<file path="config.mk">
export PLATFORM = sky130hd
export DESIGN_NAME = rll_key_loader
export DESIGN_NICKNAME = d
export VERILOG_FILES = /design/src/rtl/rll_pkg.sv /design/src/rtl/rll_key_gate_bank.sv /design/src/rtl/rll_key_loader.sv
export SDC_FILE = /design/constraint.sdc
export NUM_CORES = 1
export LEC_CHECK = 0
export CAP_MARGIN = 20
export CORE_MARGIN = 2
export CORE_UTILIZATION = 27
export CTS_CLUSTER_DIAMETER = 80
export DETAILED_ROUTE_END_ITERATION = 12
export PLACE_DENSITY = 0.58
export REMOVE_ABC_BUFFERS = 1
export SYNTH_ARGS = -nofsm -noshare
export SYNTH_HDL_FRONTEND = slang
export SYNTH_HIERARCHICAL = 1
export SYNTH_SLANG_ARGS = --single-unit
</file>
<file path="constraint.sdc">
create_clock -name clk -period 2.1 [get_ports clk]
set_input_delay 0.42 -clock clk [delete_from_list [all_inputs] [get_ports clk]]
set_output_delay 0.42 -clock clk [all_outputs]
set_load 0.01 [all_outputs]
</file>
<file path="src/rtl/rll_pkg.sv">
// Shared types and helpers for the sequential RLL key loader.
// Optional parity build: RLL_KEY_PARITY_EN (the PARITY state is always
// present in the enum so both builds share one encoding).
package rll_pkg;

    typedef enum logic [1:0] {
        IDLE   = 2'd0,
        SHIFT  = 2'd1,
        PARITY = 2'd2,
        COMMIT = 2'd3
    } rll_ld_state_e;

    // One key gate: XOR when pol=0, XNOR when pol=1.
    function automatic logic rll_apply_key(input logic net, input logic key, input logic pol);
        return net ^ key ^ pol;
    endfunction

endpackage

</file>
<file path="src/rtl/rll_key_gate_bank.sv">
// Active-key register plus the registered XOR/XNOR key-gate stage.
// The active key only ever loads a complete shadow word (commit) or is
// wiped (clear), so the locked core never sees a half-updated key.
module rll_key_gate_bank
    import rll_pkg::*;
#(
    parameter int             KEY_W   = 16,
    parameter logic [KEY_W-1:0] KEY_POL = '0
) (
    input  logic             clk,
    input  logic             rst,
    input  logic             commit,
    input  logic             clear,
    input  logic [KEY_W-1:0] shadow,
    input  logic [KEY_W-1:0] net_in,
    output logic [KEY_W-1:0] net_out
);

    logic [KEY_W-1:0] active;
    logic [KEY_W-1:0] gated;

    // Per-bit key gates driven by the current active key.
    always_comb begin
        // NOTE: every combinational output gets a default first, so no path can infer a latch.
        gated = '0;
        for (int i = 0; i < KEY_W; i++) begin
            gated[i] = rll_apply_key(net_in[i], active[i], KEY_POL[i]);
        end
    end

    // Active key register (clear beats commit) and the output register stage.
    always_ff @(posedge clk) begin
        // NOTE: non-blocking assignments so every register samples pre-edge values.
        if (rst) begin
            active  <= '0;
            net_out <= '0;
        end else begin
            if (clear) begin
                active <= '0;
            end else if (commit) begin
                active <= shadow;
            end
            net_out <= gated;
        end
    end

endmodule

</file>
<file path="src/rtl/rll_key_loader.sv">
// Serial RLL key loader: shifts the key in LSB first over valid/ready into
// a shadow register, then commits it in one cycle to the gate bank.
// Optional build macro RLL_KEY_PARITY_EN adds a trailing even-parity bit
// and a sticky load_err; without it load_err is tied low.
module rll_key_loader
    import rll_pkg::*;
#(
    parameter int               KEY_W   = 16,
    parameter logic [KEY_W-1:0] KEY_POL = '0,
    localparam int              CNT_W   = $clog2(KEY_W + 1)
) (
    input  logic             clk,
    input  logic             rst,
    input  logic             key_si,
    input  logic             key_valid,
    output logic             key_ready,
    input  logic             key_abort,
    input  logic             zeroize,
    input  logic [KEY_W-1:0] net_in,
    output logic [KEY_W-1:0] net_out,
    output logic             key_loaded,
    output logic             load_busy,
    output logic             load_err,
    output logic [CNT_W-1:0] bit_cnt
);

    localparam logic [CNT_W-1:0] CNT_FULL = CNT_W'(KEY_W);
    localparam logic [CNT_W-1:0] CNT_ONE  = CNT_W'(1);

    rll_ld_state_e    state, state_d;
    logic [KEY_W-1:0] shadow, shadow_d;
    logic [CNT_W-1:0] cnt_d;
    logic             loaded_d;
    logic             commit, clear;
    logic             xfer;
    logic [KEY_W-1:0] si_vec;

`ifdef RLL_KEY_PARITY_EN
    logic err_q, err_d;
    assign load_err = err_q;
`else
    assign load_err = 1'b0;
`endif

    assign key_ready = (state != COMMIT);
    assign load_busy = (state == SHIFT) || (state == PARITY);
    assign xfer      = key_valid && key_ready;
    assign si_vec    = {{(KEY_W-1){1'b0}}, key_si};

    // Next-state and datapath decode; zeroize overrides whatever the state chose.
    always_comb begin
        state_d  = state;
        shadow_d = shadow;
        cnt_d    = bit_cnt;
        loaded_d = key_loaded;
        commit   = 1'b0;
        clear    = 1'b0;
`ifdef RLL_KEY_PARITY_EN
        err_d    = err_q;
`endif
        case (state)
            IDLE: begin
                if (xfer) begin
                    shadow_d = si_vec;
                    cnt_d    = CNT_ONE;
                    state_d  = SHIFT;
`ifdef RLL_KEY_PARITY_EN
                    err_d    = 1'b0;
`endif
                end
            end
            SHIFT: begin
                if (key_abort) begin
                    shadow_d = '0;
                    cnt_d    = '0;
                    state_d  = IDLE;
                end else if (xfer) begin
                    shadow_d = shadow | (si_vec << bit_cnt);
                    cnt_d    = bit_cnt + CNT_ONE;
                    if (cnt_d == CNT_FULL) begin
`ifdef RLL_KEY_PARITY_EN
                        state_d = PARITY;
`else
                        state_d = COMMIT;
`endif
                    end
                end
            end
            PARITY: begin
`ifdef RLL_KEY_PARITY_EN
                if (key_abort) begin
                    shadow_d = '0;
                    cnt_d    = '0;
                    state_d  = IDLE;
                end else if (xfer) begin
                    if (key_si == ^shadow) begin
                        state_d = COMMIT;
                    end else begin
                        shadow_d = '0;
                        cnt_d    = '0;
                        err_d    = 1'b1;
                        state_d  = IDLE;
                    end
                end
`else
                state_d = IDLE;
`endif
            end
            COMMIT: begin
                commit   = 1'b1;
                loaded_d = 1'b1;
                shadow_d = '0;
                cnt_d    = '0;
                state_d  = IDLE;
            end
            default: state_d = IDLE;
        endcase

        if (zeroize) begin
            state_d  = IDLE;
            shadow_d = '0;
            cnt_d    = '0;
            loaded_d = 1'b0;
            commit   = 1'b0;
            clear    = 1'b1;
`ifdef RLL_KEY_PARITY_EN
            err_d    = err_q;
`endif
        end
    end

    // FSM state register.
    always_ff @(posedge clk) begin
        if (rst) begin
            state <= IDLE;
        end else begin
            state <= state_d;
        end
    end

    // Shadow key, bit counter and status flags.
    always_ff @(posedge clk) begin
        if (rst) begin
            shadow     <= '0;
            bit_cnt    <= '0;
            key_loaded <= 1'b0;
`ifdef RLL_KEY_PARITY_EN
            err_q      <= 1'b0;
`endif
        end else begin
            shadow     <= shadow_d;
            bit_cnt    <= cnt_d;
            key_loaded <= loaded_d;
`ifdef RLL_KEY_PARITY_EN
            err_q      <= err_d;
`endif
        end
    end

    rll_key_gate_bank #(
        .KEY_W   (KEY_W),
        .KEY_POL (KEY_POL)
    ) u_gate_bank (
        .clk     (clk),
        .rst     (rst),
        .commit  (commit),
        .clear   (clear),
        .shadow  (shadow),
        .net_in  (net_in),
        .net_out (net_out)
    );

endmodule

</file>
==> results.md, run 1 <==
Power and ir drop:
- The total power draw is 1.883 mW.
- Across the VDD grid, the largest voltage drop is approximately 0.26 mV.
- The relative contribution of sequential cells to total power is between 50% and 60%.
- The power density normalized to cell area is around 630 nW/µm².
- The leakage power total is 1.018 nW.
- The internal power is 1.427 mW.
- The switching share of power is 24.20%.
- In this run, the combinational gates consume 10.1% of the power.
- The share of total power in the clock network is 32.0%.
- In this run the power spent charging and discharging nets is around 0.46 mW.

STA:
- At the pin with the least slew margin, the transition time is about 0.56 ns.
- Setup violations remaining at the end of the flow were counted as 0.
- The hold violation count in the final report came to 0.
- The largest clock skew in the final design is 0.007638 ns.
- The worst path needs between 2 and 2.5 ns of the cycle, external delays included.
- Setup slack on the critical path of the routed design comes to approximately 0.089 ns.
- Setup repair after global routing left no endpoint under its margin.
- The tightest hold path in the finished design has a slack of around 0.45 ns.
- The total negative slack for setup checks is 0 ns.
- The number of max-slew violations in the final report is 0.
- The headroom to the max-slew limit is a little over three fifths.
- The upper clock frequency limit is 0.4972 GHz.
- After layout, the worst path uses 95.78% of the clock period.

Floorplan:
- The die boundary width is 96.92 µm.
- The chip height is 96.92 µm.
- The core box area is 8299 µm².
- The number of placed I/O pins is 47.
- The overall die area is 9393 µm².
- For this configuration, the core starts out at a cell density of 28.09%.
- After floorplanning, the core was divided into 33 placement rows.

Place:
- The wire-length estimate of the detail-placed layout is 3.443 mm.
- The global placer's final weighted congestion is around 0.81.
- Prior to clock tree synthesis, the placed netlist has a worst setup slack of 0.08388 ns.
- Counting tap cells, the placed design contains a total of around 390 instances.
- The count of buffers added on input and output ports is 45.
- The instance area at placement is 2890 µm².

Synthesis:
- Counting flops with an async set or reset pin after synthesis yields a share of 0%.
- Counting distinct cell types in the post-synthesis netlist gives 44.
- After synthesis, the mean cell area works out to between 9 and 10 µm².
- The synthesized design spends more area on one cell type than any other, namely sky130_fd_sc_hd__dfxtp_1.
- The total standard cell area after synthesis is 2331 µm².
- After synthesis, the largest area contributor takes up 48.09% of total cell area.
- By area the synthesized netlist is led by sky130_fd_sc_hd__dfxtp_1 (48%), sky130_fd_sc_hd__nor2_1 (9.7%), sky130_fd_sc_hd__mux2i_1 (7.3%).
- The total number of yosys warnings is 6.
- In this run, synthesis inferred 0 flip-flops with an integrated enable.
- The primary flip-flop cell chosen by synthesis mapping is sky130_fd_sc_hd__dfxtp_1.
- The cell with the most instances after synthesis is sky130_fd_sc_hd__nor2_1.
- Sorting the synthesized cells by how often they occur yields sky130_fd_sc_hd__nor2_1 (60), sky130_fd_sc_hd__dfxtp_1 (56), sky130_fd_sc_hd__mux2i_1 (17), sky130_fd_sc_hd__xnor2_1 (16), sky130_fd_sc_hd__a31oi_1 (14).
- The share of the yosys chip area belonging to registers is 48.09%.
- The cell count after synthesis came out at around 250.
- The flip-flop and latch count after synthesis is 56.

Setup path:
- The critical path's largest stage delay is 0.53 ns.
- For the worst setup path, the data required time is 1.68 ns.
- Traced cell by cell, the critical path runs through inv_1, ha_1, clkdlybuf4s50_1.
- STA classifies the critical path startpoint as a flip-flop.
- The capturing element type of the critical path is a primary output.
- The slowest stage cell on the critical path is sky130_fd_sc_hd__clkdlybuf4s50_1.
- The path type of the worst setup path is flip-flop to primary output.
- The critical path arrival is 1.59 ns.
- The maximum net fanout on the critical path is 4.

Finish:
- The repair_antennas step left the layout with diodes totalling 0.
- With fillers left out, the area of the finished cells amounts to 2987 µm².
- The multi-input logic area is 1107 µm².
- The relative area change from synthesis to final layout is 28.13%.
- Counting the fill cells in the layout gives 850.
- For this run, the post-layout net count is roughly 330.
- The final cell count without fillers is approximately 400.
- The area used by sequential logic in the layout is 1124 µm².
- At the end of the flow the core is filled with cells to 35.99%.
- The post-route netlist has 10.10% of its cells at a drive strength greater than 1.

Clock tree:
- The worst-case clock buffer depth is 2.
- The clock tree from TritonCTS is yes.
- The clock drives 56 sinks.
- Clock tree synthesis inserted a total of 5 buffers.
- The root buffer cell is sky130_fd_sc_hd__clkbuf_8.
- The maximum level of the CTS H-tree is 2.
- Post-CTS timing repair inserted 0 buffers for setup.
- The clock edge transition at the registers on the reported setup and hold paths is 0.10 ns.
- The clock latency reported for the late side of the worst-skew pair is 0.31 ns.

Routing:
- The routed length on met2 is roughly 2.0 mm.
- The wire length per cell after detailed routing is 11.60 µm.
- Dividing the detail-routed via count by the number of cells gives between 4 and 5.
- The number of search-and-repair iterations in the first detailed-routing pass is 4.
- The top routing layer in use is met4.
- The number of remaining DRC errors is 0.
- Once detail routing completed, the nets flagged for antenna violations numbered 0.
- In the final routing, the length of wire on met1 measures between 2 and 2.5 mm.
- For this block, the routed nets add up to 4.665 mm of wire.
- The DRC marker count from the first detailed-route iteration is 64.
- The detailed route wirelength on metal3 is 214 µm.
- The detailed router placed 1794 vias in this run.

GRT:
- After global routing the overflow that remains totals 0.
- The global-route wire length before repair is 8.128 mm.
- The number of global-route vias before repair is 1696.
- The pin count of the biggest net entering global routing is 20.
- The global-route total usage across every layer is a little over a tenth.
- The number of antenna violations at the first check in global routing came to 0.

Min path:
- The type of the most critical hold path is flip-flop to flip-flop.

Run status:
- The run finished with clean final reports.

Run:
- Max-cap violations in this run came to 0.
## critical path, delay by kind of cell, from the launching register on
kind / cells / cell delay [ns]
adder cells (fa/ha/maj): 1 / 0.29
flip-flops: 1 / 0.38
buffers and inverters: 2 / 0.62
## sequential cells by signal, indices dropped and copies added, names as in the netlist
| name | cells |
|---|---|
| state | 2 |
| shadow | 16 |
| key_loaded | 1 |
| u_gate_bank/active | 16 |
| u_gate_bank/net_out | 16 |
| bit_cnt | 5 |
## path summary, 6_finish.rpt
| kind | to | cells past startpoint | slack [ns] | from |
|---|---|---|---|---|
| setup / recovery | load_busy | 3 | 0.09 | state[0]$_SDFFE_PP0P_ |
| hold / removal | shadow[15]$_SDFFE_PP0P_ | 2 | 0.45 | shadow[15]$_SDFFE_PP0P_ |
| setup reg to reg | shadow[0]$_SDFFE_PP0P_ | 6 | 0.31 | state[0]$_SDFFE_PP0P_ |
| hold reg to reg | shadow[15]$_SDFFE_PP0P_ | 2 | 0.45 | shadow[15]$_SDFFE_PP0P_ |
## routing by layer
| layer | global-route usage, % | vias to the layer above |
|---|---|---|
| met2 | 15.22 | 40 |
| met4 | 3.684 | 0 |
| met5 | 0 | - |
| li1 | - | 932 |
| met3 | 2.746 | 7 |
| met1 | 14.76 | 815 |
## what timing repair did
action,in CTS,in global routing
gates resized for setup,0,3
endpoints found under the setup margin,0,2
hold buffers,0,0
## power groups by stage
stage          Clock, mW  Combinational (mW)  Sequential [mW]
2_1_floorplan          0              0.0735             1.12
3_3_place_gp           0               0.191             1.11
3_5_place_dp           0               0.193             1.11
4_1_cts            0.620               0.194             1.09
5_1_grt            0.671               0.209             1.09
6_report           0.602               0.191             1.09
## kinds of logic (layout without fill, tap and decap cells)
| logic type | Yosys count | in the layout | synth area share (%) |
|---|---|---|---|
| multiplexers | 17 | 17 | 7.300 |
| XOR/XNOR | 16 | 16 | 6.012 |
| buffers and inverters | 18 | 67 | 4.616 |
| other | 1 | 1 | 0.1609 |
| AND/OR/NAND/NOR | 95 | 95 | 19.06 |
| AO/OA/AOI/OAI | 38 | 38 | 11.00 |
| adder cells (fa/ha/maj) | 7 | 7 | 3.757 |
| flip-flops | 56 | 56 | 48.09 |
## cell type report
| type | instances | area share (%) |
|---|---|---|
| Inverter | 6 | 0.7541 |
| Tap cell | 105 | 4.399 |
| Clock inverter | 3 | 0.7541 |
| Clock buffer | 5 | 2.304 |
| Sequential cell | 56 | 37.62 |
| Multi-Input combinational cell | 174 | 37.08 |
| Timing Repair Buffer | 53 | 17.09 |
## cells in the final DEF (no fill, tap or decap), types with 2 or more instances in the layout
| cell | instances |
|---|---|
| sky130_fd_sc_hd__nor2_1 | 59 |
| sky130_fd_sc_hd__dfxtp_1 | 54 |
| sky130_fd_sc_hd__clkdlybuf4s50_1 | 45 |
| sky130_fd_sc_hd__mux2i_1 | 17 |
| sky130_fd_sc_hd__xnor2_1 | 16 |
| sky130_fd_sc_hd__a31oi_1 | 14 |
| sky130_fd_sc_hd__buf_4 | 8 |
| sky130_fd_sc_hd__nand3_1 | 7 |
| sky130_fd_sc_hd__a21oi_1 | 7 |
| sky130_fd_sc_hd__inv_1 | 6 |
| sky130_fd_sc_hd__ha_1 | 6 |
| sky130_fd_sc_hd__nand2_1 | 5 |
| sky130_fd_sc_hd__clkbuf_8 | 5 |
| sky130_fd_sc_hd__o21ai_0 | 4 |
| sky130_fd_sc_hd__nand2b_1 | 3 |
| sky130_fd_sc_hd__nand3b_1 | 3 |
| sky130_fd_sc_hd__nor2_2 | 2 |
| sky130_fd_sc_hd__o21ai_1 | 2 |
| sky130_fd_sc_hd__nor2b_1 | 2 |
| sky130_fd_sc_hd__or2_2 | 2 |
| sky130_fd_sc_hd__nor3_1 | 2 |
| sky130_fd_sc_hd__dfxtp_2 | 2 |
Power figures use the tool's default switching activity.
==> run 2, diff against run 1 <==
--- a/config.mk
+++ b/config.mk
@@ -7,11 +7,12 @@
 export LEC_CHECK = 0
 export CAP_MARGIN = 20
 export CORE_MARGIN = 2
-export CORE_UTILIZATION = 27
+export CORE_UTILIZATION = 51
 export CTS_CLUSTER_DIAMETER = 80
 export DETAILED_ROUTE_END_ITERATION = 12
-export PLACE_DENSITY = 0.58
+export PLACE_DENSITY = 0.9
 export REMOVE_ABC_BUFFERS = 1
+export SETUP_SLACK_MARGIN = 0.5
 export SYNTH_ARGS = -nofsm -noshare
 export SYNTH_HDL_FRONTEND = slang
 export SYNTH_HIERARCHICAL = 1
==> run 2 against run 1 <==
  * Die area down 45%
  * Flip-flop and latch count stayed put
  * Highest routed layer unchanged
  * Clock skew shrank 0.0040 ns
  * Wire length up 13%
==> results.md, run 2 (synthesis gave the netlist of run 1 again) <==
Run status:
- The run finished with clean final reports.

Setup path:
- Of all nets on the critical path, the largest fanout is 4.
- STA puts the critical path data required time at 2.32 ns.
- The path type of the worst setup path is flip-flop to flip-flop.
- STA classifies the critical path startpoint as a flip-flop.
- The worst setup path is captured at a flip-flop.
- The worst setup slack for register-to-register paths is 0.52 ns.
- The cell count of the worst reg-to-reg path is 5.
- For the worst setup path, the data arrival time is between 1.5 and 2 ns.

Finish:
- Leaving out fill and tap cells, the most frequent cell in the layout is sky130_fd_sc_hd__nor2_1.
- The largest registers in the layout are shadow (16), u_gate_bank/active (16), u_gate_bank/net_out (16).
- The share of final-layout standard cells stronger than drive strength 1 is around 18%.
- Counting the fill cells in the layout gives between 300 and 400.
- Leaving out fill and tap cells, the most frequent cells in the layout are sky130_fd_sc_hd__nor2_1 (59), sky130_fd_sc_hd__dfxtp_1 (49), sky130_fd_sc_hd__clkdlybuf4s50_1 (28).
- The post-layout net count is ~330.
- Compared with the post-synthesis result, the final layout area differs by 34.19%.
- The antenna diode instance count is 0.

Floorplan:
- The die boundary width is 71.61 µm.
- The chip height is 71.61 µm.
- Once the floorplan was initialized, standard cells occupied around 53% of the core.
- The number of placement rows is 24.
- The region available for standard cell placement spans between 4000 and 5000 µm².
- The number of placed I/O pins is 47.
- The overall die area is 5127 µm².

STA:
- For the pin with the worst max-slew slack, the measured transition is 0.5574 ns.
- The headroom to the max-slew limit is 62.84%.
- The part of the cycle the worst path needs is 75.08%.
- The number of max-slew violations in the final report was 0.
- The largest clock skew in the final design is 0.003589 ns.
- Once routing completed, OpenROAD measured the worst setup slack at 0.5233 ns.
- The clock period minus final worst setup slack is 1.577 ns.
- The tightest hold margin is 0.4699 ns.
- The count of final setup violators is 0.
- Setup repair after global routing could not meet its margin everywhere.
- The hold violation count in the final report was 0.
- Timing would allow up to 0.6342 GHz.

Routing:
- The DRC marker count from the first detailed-route iteration is 81.
- The remaining antenna violation count is 0.
- The number of remaining DRC errors is 0.
- The pre-antenna-repair detailed-routing pass consisted of 4 iterations.
- For this block, the routed nets add up to 5.284 mm of wire.
- The vias after detailed routing is 1959.
- Using the TritonRoute via totals, the vias-per-cell ratio works out to around 5.5.
- The wire length per cell after detailed routing is 14.76 µm.

Power and ir drop:
- Of the total power, registers draw 57.2%.
- The switching share of power is 22.86%.
- In this run the power density over the cells is 607.0 nW/µm².
- The leakage power total is 1.227 nW.
- For this design the total switching power over the nets is approximately 0.43 mW.
- In this run, the clock network consumes 31.3% of the power.
- The internal power is 1.465 mW.
- Across the VDD grid, the largest voltage drop is 0.2660 mV.
- The part of the power in combinational logic is a little under an eighth.

GRT:
- The number of antenna violations at the first check in global routing came to 0.
- Global routing finished with a remaining overflow of 0.
- The global-route total usage across every layer is 20.53%.
- The number of global-route vias before repair is approximately 1900.
- The pin count of the biggest net entering global routing is 17.
- The global-route wire length before repair is 8.418 mm.

Clock tree:
- CTS built an H-tree with a depth of 2.
- The worst-case clock buffer depth is 2.
- Counting the buffers created by CTS gives 5.
- The TritonCTS sink count is 56.
- The clock edge transition at the registers on the reported setup and hold paths is 0.09 ns.
- The clock reaches the later pin of the worst-skew pair after 0.30 ns.
- The root buffer cell is sky130_fd_sc_hd__clkbuf_8.
- The clock tree from TritonCTS is yes.

Place:
- The HPWL after detailed placement is about 3.3 mm.
- The congestion estimate from routability-driven global placement came to about 0.85.
- The worst slack at placement is 0.007497 ns.
- In this run the tool buffered the top-level ports with 45 buffer cells.

Run:
- The reported max-cap violation count is 0.

Min path:
- The hold-critical path depth is 2.
- The tightest min-delay check is of the flip-flop to flip-flop type.
==> run 2: cell count changes in the layout (fill, tap and decap cells not counted), moves of 2 or more <==
cell,delta
sky130_fd_sc_hd__clkdlybuf4s50_1,-17
sky130_fd_sc_hd__ha_1,-3
sky130_fd_sc_hd__inv_1,-2
sky130_fd_sc_hd__dfxtp_1,-5
sky130_fd_sc_hd__buf_4,+7
sky130_fd_sc_hd__dfxtp_4,+6
sky130_fd_sc_hd__dlygate4sd2_1,+7
sky130_fd_sc_hd__ha_4,+4
sky130_fd_sc_hd__dlymetal6s2s_1,+8
==> run 2: power groups by stage <==
stage | Combinational [mW] | Sequential, mW | Clock (mW)
after floorplan | 0.0735 | 1.12 | 0
after detailed placement | 0.187 | 1.11 | 0
after CTS | 0.208 | 1.08 | 0.602
after global placement | 0.183 | 1.11 | 0
after global routing | 0.234 | 1.09 | 0.643
final | 0.220 | 1.09 | 0.593
==> run 2: layer usage <==
layer	wire, µm	vias up	track usage [%]
met5	0	-	0
met4	146	0	8.805
met3	326	20	4.501
met2	2670	80	36.83
met1	2140	905	23.36
li1	-	954	-
==> run 2: final timing paths <==
check	start	endpoint
worst max register to register	state[1]$_SDFFE_PP0P_	shadow[0]$_SDFFE_PP0P_
worst max-delay path	state[1]$_SDFFE_PP0P_	shadow[0]$_SDFFE_PP0P_
worst min register to register	shadow[13]$_SDFFE_PP0P_	shadow[13]$_SDFFE_PP0P_
worst min-delay path	shadow[13]$_SDFFE_PP0P_	shadow[13]$_SDFFE_PP0P_
==> run 2: stage by stage <==
stage                     area [µm²]  total power [mW]  TNS [ns]  std cells  utilization, %
after floorplan                 2246             1.196   -0.5986        236               -
after global placement          2806             1.297         0        339           64.01
after detailed placement        2806             1.302         0        339           64.01
after CTS                       3063             1.895         0        357           69.86
after global routing            3128             1.965         0        358           71.35
final                           3128             1.899         0        358           71.35
==> run 2: critical path, stage by stage, from the launching register on <==
cell and delay (ns):
sky130_fd_sc_hd__dfxtp_4 0.38, sky130_fd_sc_hd__buf_4 0.14, sky130_fd_sc_hd__ha_4 0.17, sky130_fd_sc_hd__a2bb2oi_2 0.17, sky130_fd_sc_hd__or4_4 0.42, sky130_fd_sc_hd__o311ai_2 0.22
==> run 2: area by class of cell <==
cell class | count | area [µm²] | area share (%)
Clock buffer | 7 | 86.33 | 2.760
Clock inverter | 1 | 7.507 | 0.2400
Inverter | 6 | 25.02 | 0.8000
Multi-Input combinational cell | 174 | 1204 | 38.48
Sequential cell | 56 | 1145 | 36.60
Tap cell | 52 | 65.06 | 2.080
Timing Repair Buffer | 62 | 595.6 | 19.04
==> run 2: timing repair <==
action,4_1_cts,5_1_grt
setup buffers,10,1
gates cloned,0,0
gates resized for setup,38,20
hold buffers,0,0
pin swaps,6,4
endpoints found under the setup margin,38,27
==> run 3, diff against run 2 <==
==> constraint.sdc (replaced) <==
create_clock -name clk -period 1.54 [get_ports clk]
set_input_delay 0.308 -clock clk [delete_from_list [all_inputs] [get_ports clk]]
set_output_delay 0.308 -clock clk [all_outputs]
set_load 0.01 [all_outputs]
==> run 3 against run 2 <==
  * The flow now finishes with violations (setup timing)
  * Worst hold slack improved by 0.020 ns
  * Combinational power up 83%
  * First-iteration DRC count up 96%
  * Utilization increased by 12 points
  * Critical endpoint is now shadow[7]$_SDFFE_PP0P_
  * Die area did not move
  * Largest cell class unchanged
  * Register-to-register slack worse by 0.64 ns
  * Flip-flop and latch count unchanged
  * Clock skew grew 0.0073 ns
  * Clock power up 46%
  * Design area increased by 17%
  * Largest power group unchanged
  * Final cell count increased by 7.8%
  * Sequential share of layout area shrank 5.1 points
  * Highest routed layer unchanged
==> results.md, run 3 (synthesis gave the netlist of run 1 again) <==
Run status:
- The flow ran to the end, but the final reports show violations.
- The checks that failed: setup timing.

Routing:
- Dividing the detail-routed via count by the number of cells gives 5.788.
- The number of search-and-repair iterations in the first detailed-routing pass is 5.
- The final layout contains routed wiring with a total length of 7.514 mm.
- The number of remaining DRC errors is 0.
- The remaining antenna violation count is 0.
- The vias after detailed routing is 2234.
- The DRC marker count from the first detailed-route iteration is 159.
- The wire length per cell after detailed routing is 19.47 µm.

Finish:
- The final cell count without fillers is approximately 390.
- After the last flow step, the layout net total stands at between 300 and 400.
- The largest registers in the layout are shadow (16), u_gate_bank/active (16), u_gate_bank/net_out (16).
- The share of final-layout standard cells stronger than drive strength 1 is 44.01%.
- Relative to the synthesized area, the layout overhead comes to 57.22%.
- Leaving out fill and tap cells, the most frequent cells in the layout are sky130_fd_sc_hd__nor2_1 (57), sky130_fd_sc_hd__dfxtp_1 (40), sky130_fd_sc_hd__buf_4 (29).
- The antenna diode instance count is 0.
- The most common cell after layout, fill and taps aside is sky130_fd_sc_hd__nor2_1.

Setup path:
- The setup check on the worst reg-to-reg path leaves a slack of -0.11 ns.
- In this design, the stage delay of the slowest critical-path cell is approximately 0.4 ns.
- The critical path arrival is 1.92 ns.
- Together, buffers and inverters on the worst path number 2.
- STA puts the critical path data required time at 1.80 ns.
- Traced cell by cell, the critical path runs through ha_4, nand2b_4, buf_4, o2bb2ai_4, clkbuf_16, a31oi_1, nor2_1.
- The gate family responsible for the most delay along the worst path is flip-flops.
- The worst setup path is launched from a flip-flop.
- Among all stages on the critical path, the largest delay is contributed by sky130_fd_sc_hd__dfxtp_4.
- In this run the worst path has a maximum fanout of 8.
- The critical path in this run is classified as flip-flop to flip-flop.
- The capturing element type of the critical path is a flip-flop.

STA:
- The count of final setup violators is 23.
- Setup repair after global routing could not meet its margin everywhere.
- The tightest hold path in the finished design has a slack of between 0.4 and 0.5 ns.
- The number of max-slew violations in the final report is 0.
- For this run, the top clock speed supported by timing is about 0.60 GHz.
- The largest clock skew in the final design is 0.01087 ns.
- The worst path in the final design needs a cycle of 1.653 ns, including I/O delays and setup.
- For the final routed database, the setup TNS stands at -1.488 ns.
- After layout, the worst setup slack is -0.1130 ns.
- The headroom to the max-slew limit is 55.56%.
- At the pin with the least slew margin, the transition time is roughly 0.67 ns.
- In the finished design, the share of the clock period the worst path needs comes to 107.3%.
- The hold violation count in the final report came to 0.

Clock tree:
- The worst-case clock buffer depth is 2.
- For this design, the sink count on the clock tree is 56.
- The clock latency reported for the late side of the worst-skew pair is about 0.33 ns.
- After clock tree synthesis, the clock-pin slew on the worst setup and hold paths is roughly 0.11 ns.
- The number of CTS-inserted buffers is 5.
- TritonCTS built the clock tree.
- The maximum level of the CTS H-tree is 2.
- The root buffer cell is sky130_fd_sc_hd__clkbuf_8.

Place:
- The worst slack at placement is -0.3248 ns.
- At the end of routability-driven placement, the weighted congestion stood at 0.8500.
- The number of buffer cells added on primary ports is 45.
- The sum of net half-perimeters after detailed placement is 3.847 mm.
- The number of cells after detailed placement is 362.

GRT:
- The first global-routing pass estimated 10.19 mm of wire.
- The number of global-route vias before repair came to 2215.
- The pin count of the biggest net entering global routing is 20.
- The number of antenna violations at the first check in global routing is 0.
- The remaining global-route overflow is 0.
- The global-route total usage across every layer is 25.76%.

Floorplan:
- The starting density of the core is 53.17%.
- The number of placement rows is 24.
- The overall die area is 5127 µm².
- The core box area is around 4400 µm².
- The die is 71.61 µm tall.
- From left edge to right edge, the die measures 71.61 µm.
- In this run the count of I/O pins placed on the die edge is 47.

Power and ir drop:
- VDD sags by at most 0.5789 mV.
- The analysis attributes to cell leakage a power of 1.340 nW.
- The power density normalized to cell area is 751.7 nW/µm².

Run:
- The reported max-cap violation count is 0.

Min path:
- The type of the most critical hold path is flip-flop to flip-flop.
run 3: cell count changes in the layout (fill, tap and decap cells not counted), moves of 7 or more:
cell                              before  now
sky130_fd_sc_hd__buf_6                 1   27
sky130_fd_sc_hd__buf_2                 1    8
sky130_fd_sc_hd__dlymetal6s2s_1        8    0
sky130_fd_sc_hd__dlygate4sd2_1         7    0
sky130_fd_sc_hd__dfxtp_1              49   40
sky130_fd_sc_hd__buf_4                15   29
sky130_fd_sc_hd__dfxtp_2               1   11
sky130_fd_sc_hd__a31oi_1              14    7
sky130_fd_sc_hd__clkdlybuf4s50_1      28   21
run 3: final timing paths:
check | startpoint | endpoint | cells past startpoint
max reg2reg | state[1]$_SDFFE_PP0P_ | shadow[7]$_SDFFE_PP0P_ | 7
min reg2reg | key_loaded$_SDFFE_PP0P_ | key_loaded$_SDFFE_PP0P_ | 2
min | key_loaded$_SDFFE_PP0P_ | key_loaded$_SDFFE_PP0P_ | 2
max | state[1]$_SDFFE_PP0P_ | shadow[7]$_SDFFE_PP0P_ | 7
run 3: per-stage QoR:
step	total power, mW	utilization (%)	area, µm²
global placement	1.811	68.52	3004
global route	2.843	83.59	3665
detailed placement	1.821	68.52	3004
floorplan	1.631	-	2246
finish	2.755	83.59	3665
CTS	2.661	77.43	3395
run 3: what timing repair did:
action	in CTS	in global routing
setup buffers	11	2
resized for setup	170	46
pin swaps	9	13
gates cloned	1	2
endpoints found under the setup margin	63	63
hold buffers	0	0
run 3: final cells by class:
cell class | count | area, µm²
clock inverters | 3 | 27.53
inverters | 6 | 27.53
clock buffers | 5 | 68.82
repair buffers | 90 | 873.3
flip-flops and latches | 56 | 1154
multi-input cells | 174 | 1449
fillers | 228 | 719.4
well taps | 52 | 65.06
run 3: where the power goes:
part,switching (mW),total (mW),internal (mW),leakage (nW)
logic,0.188,0.402,0.214,0.831
clock network,0.533,0.868,0.335,0.0463
registers,0.0153,1.49,1.47,0.463
run 3: worst reg2reg max path, cell delays in order, from the launching register on:
cell and delay (ns):
sky130_fd_sc_hd__dfxtp_4 0.40, sky130_fd_sc_hd__ha_4 0.18, sky130_fd_sc_hd__nand2b_4 0.15, sky130_fd_sc_hd__buf_4 0.16
sky130_fd_sc_hd__o2bb2ai_4 0.26, sky130_fd_sc_hd__clkbuf_16 0.23, sky130_fd_sc_hd__a31oi_1 0.08, sky130_fd_sc_hd__nor2_1 0.12
run 3: per-layer routing:
metal | GRT usage (%) | vias up | wire length (µm)
met5 | 0 | - | 0
met4 | 15.30 | 0 | 362
met3 | 5.345 | 37 | 492
met2 | 47.22 | 111 | 3847
met1 | 26.83 | 1077 | 2811
li1 | - | 1009 | -
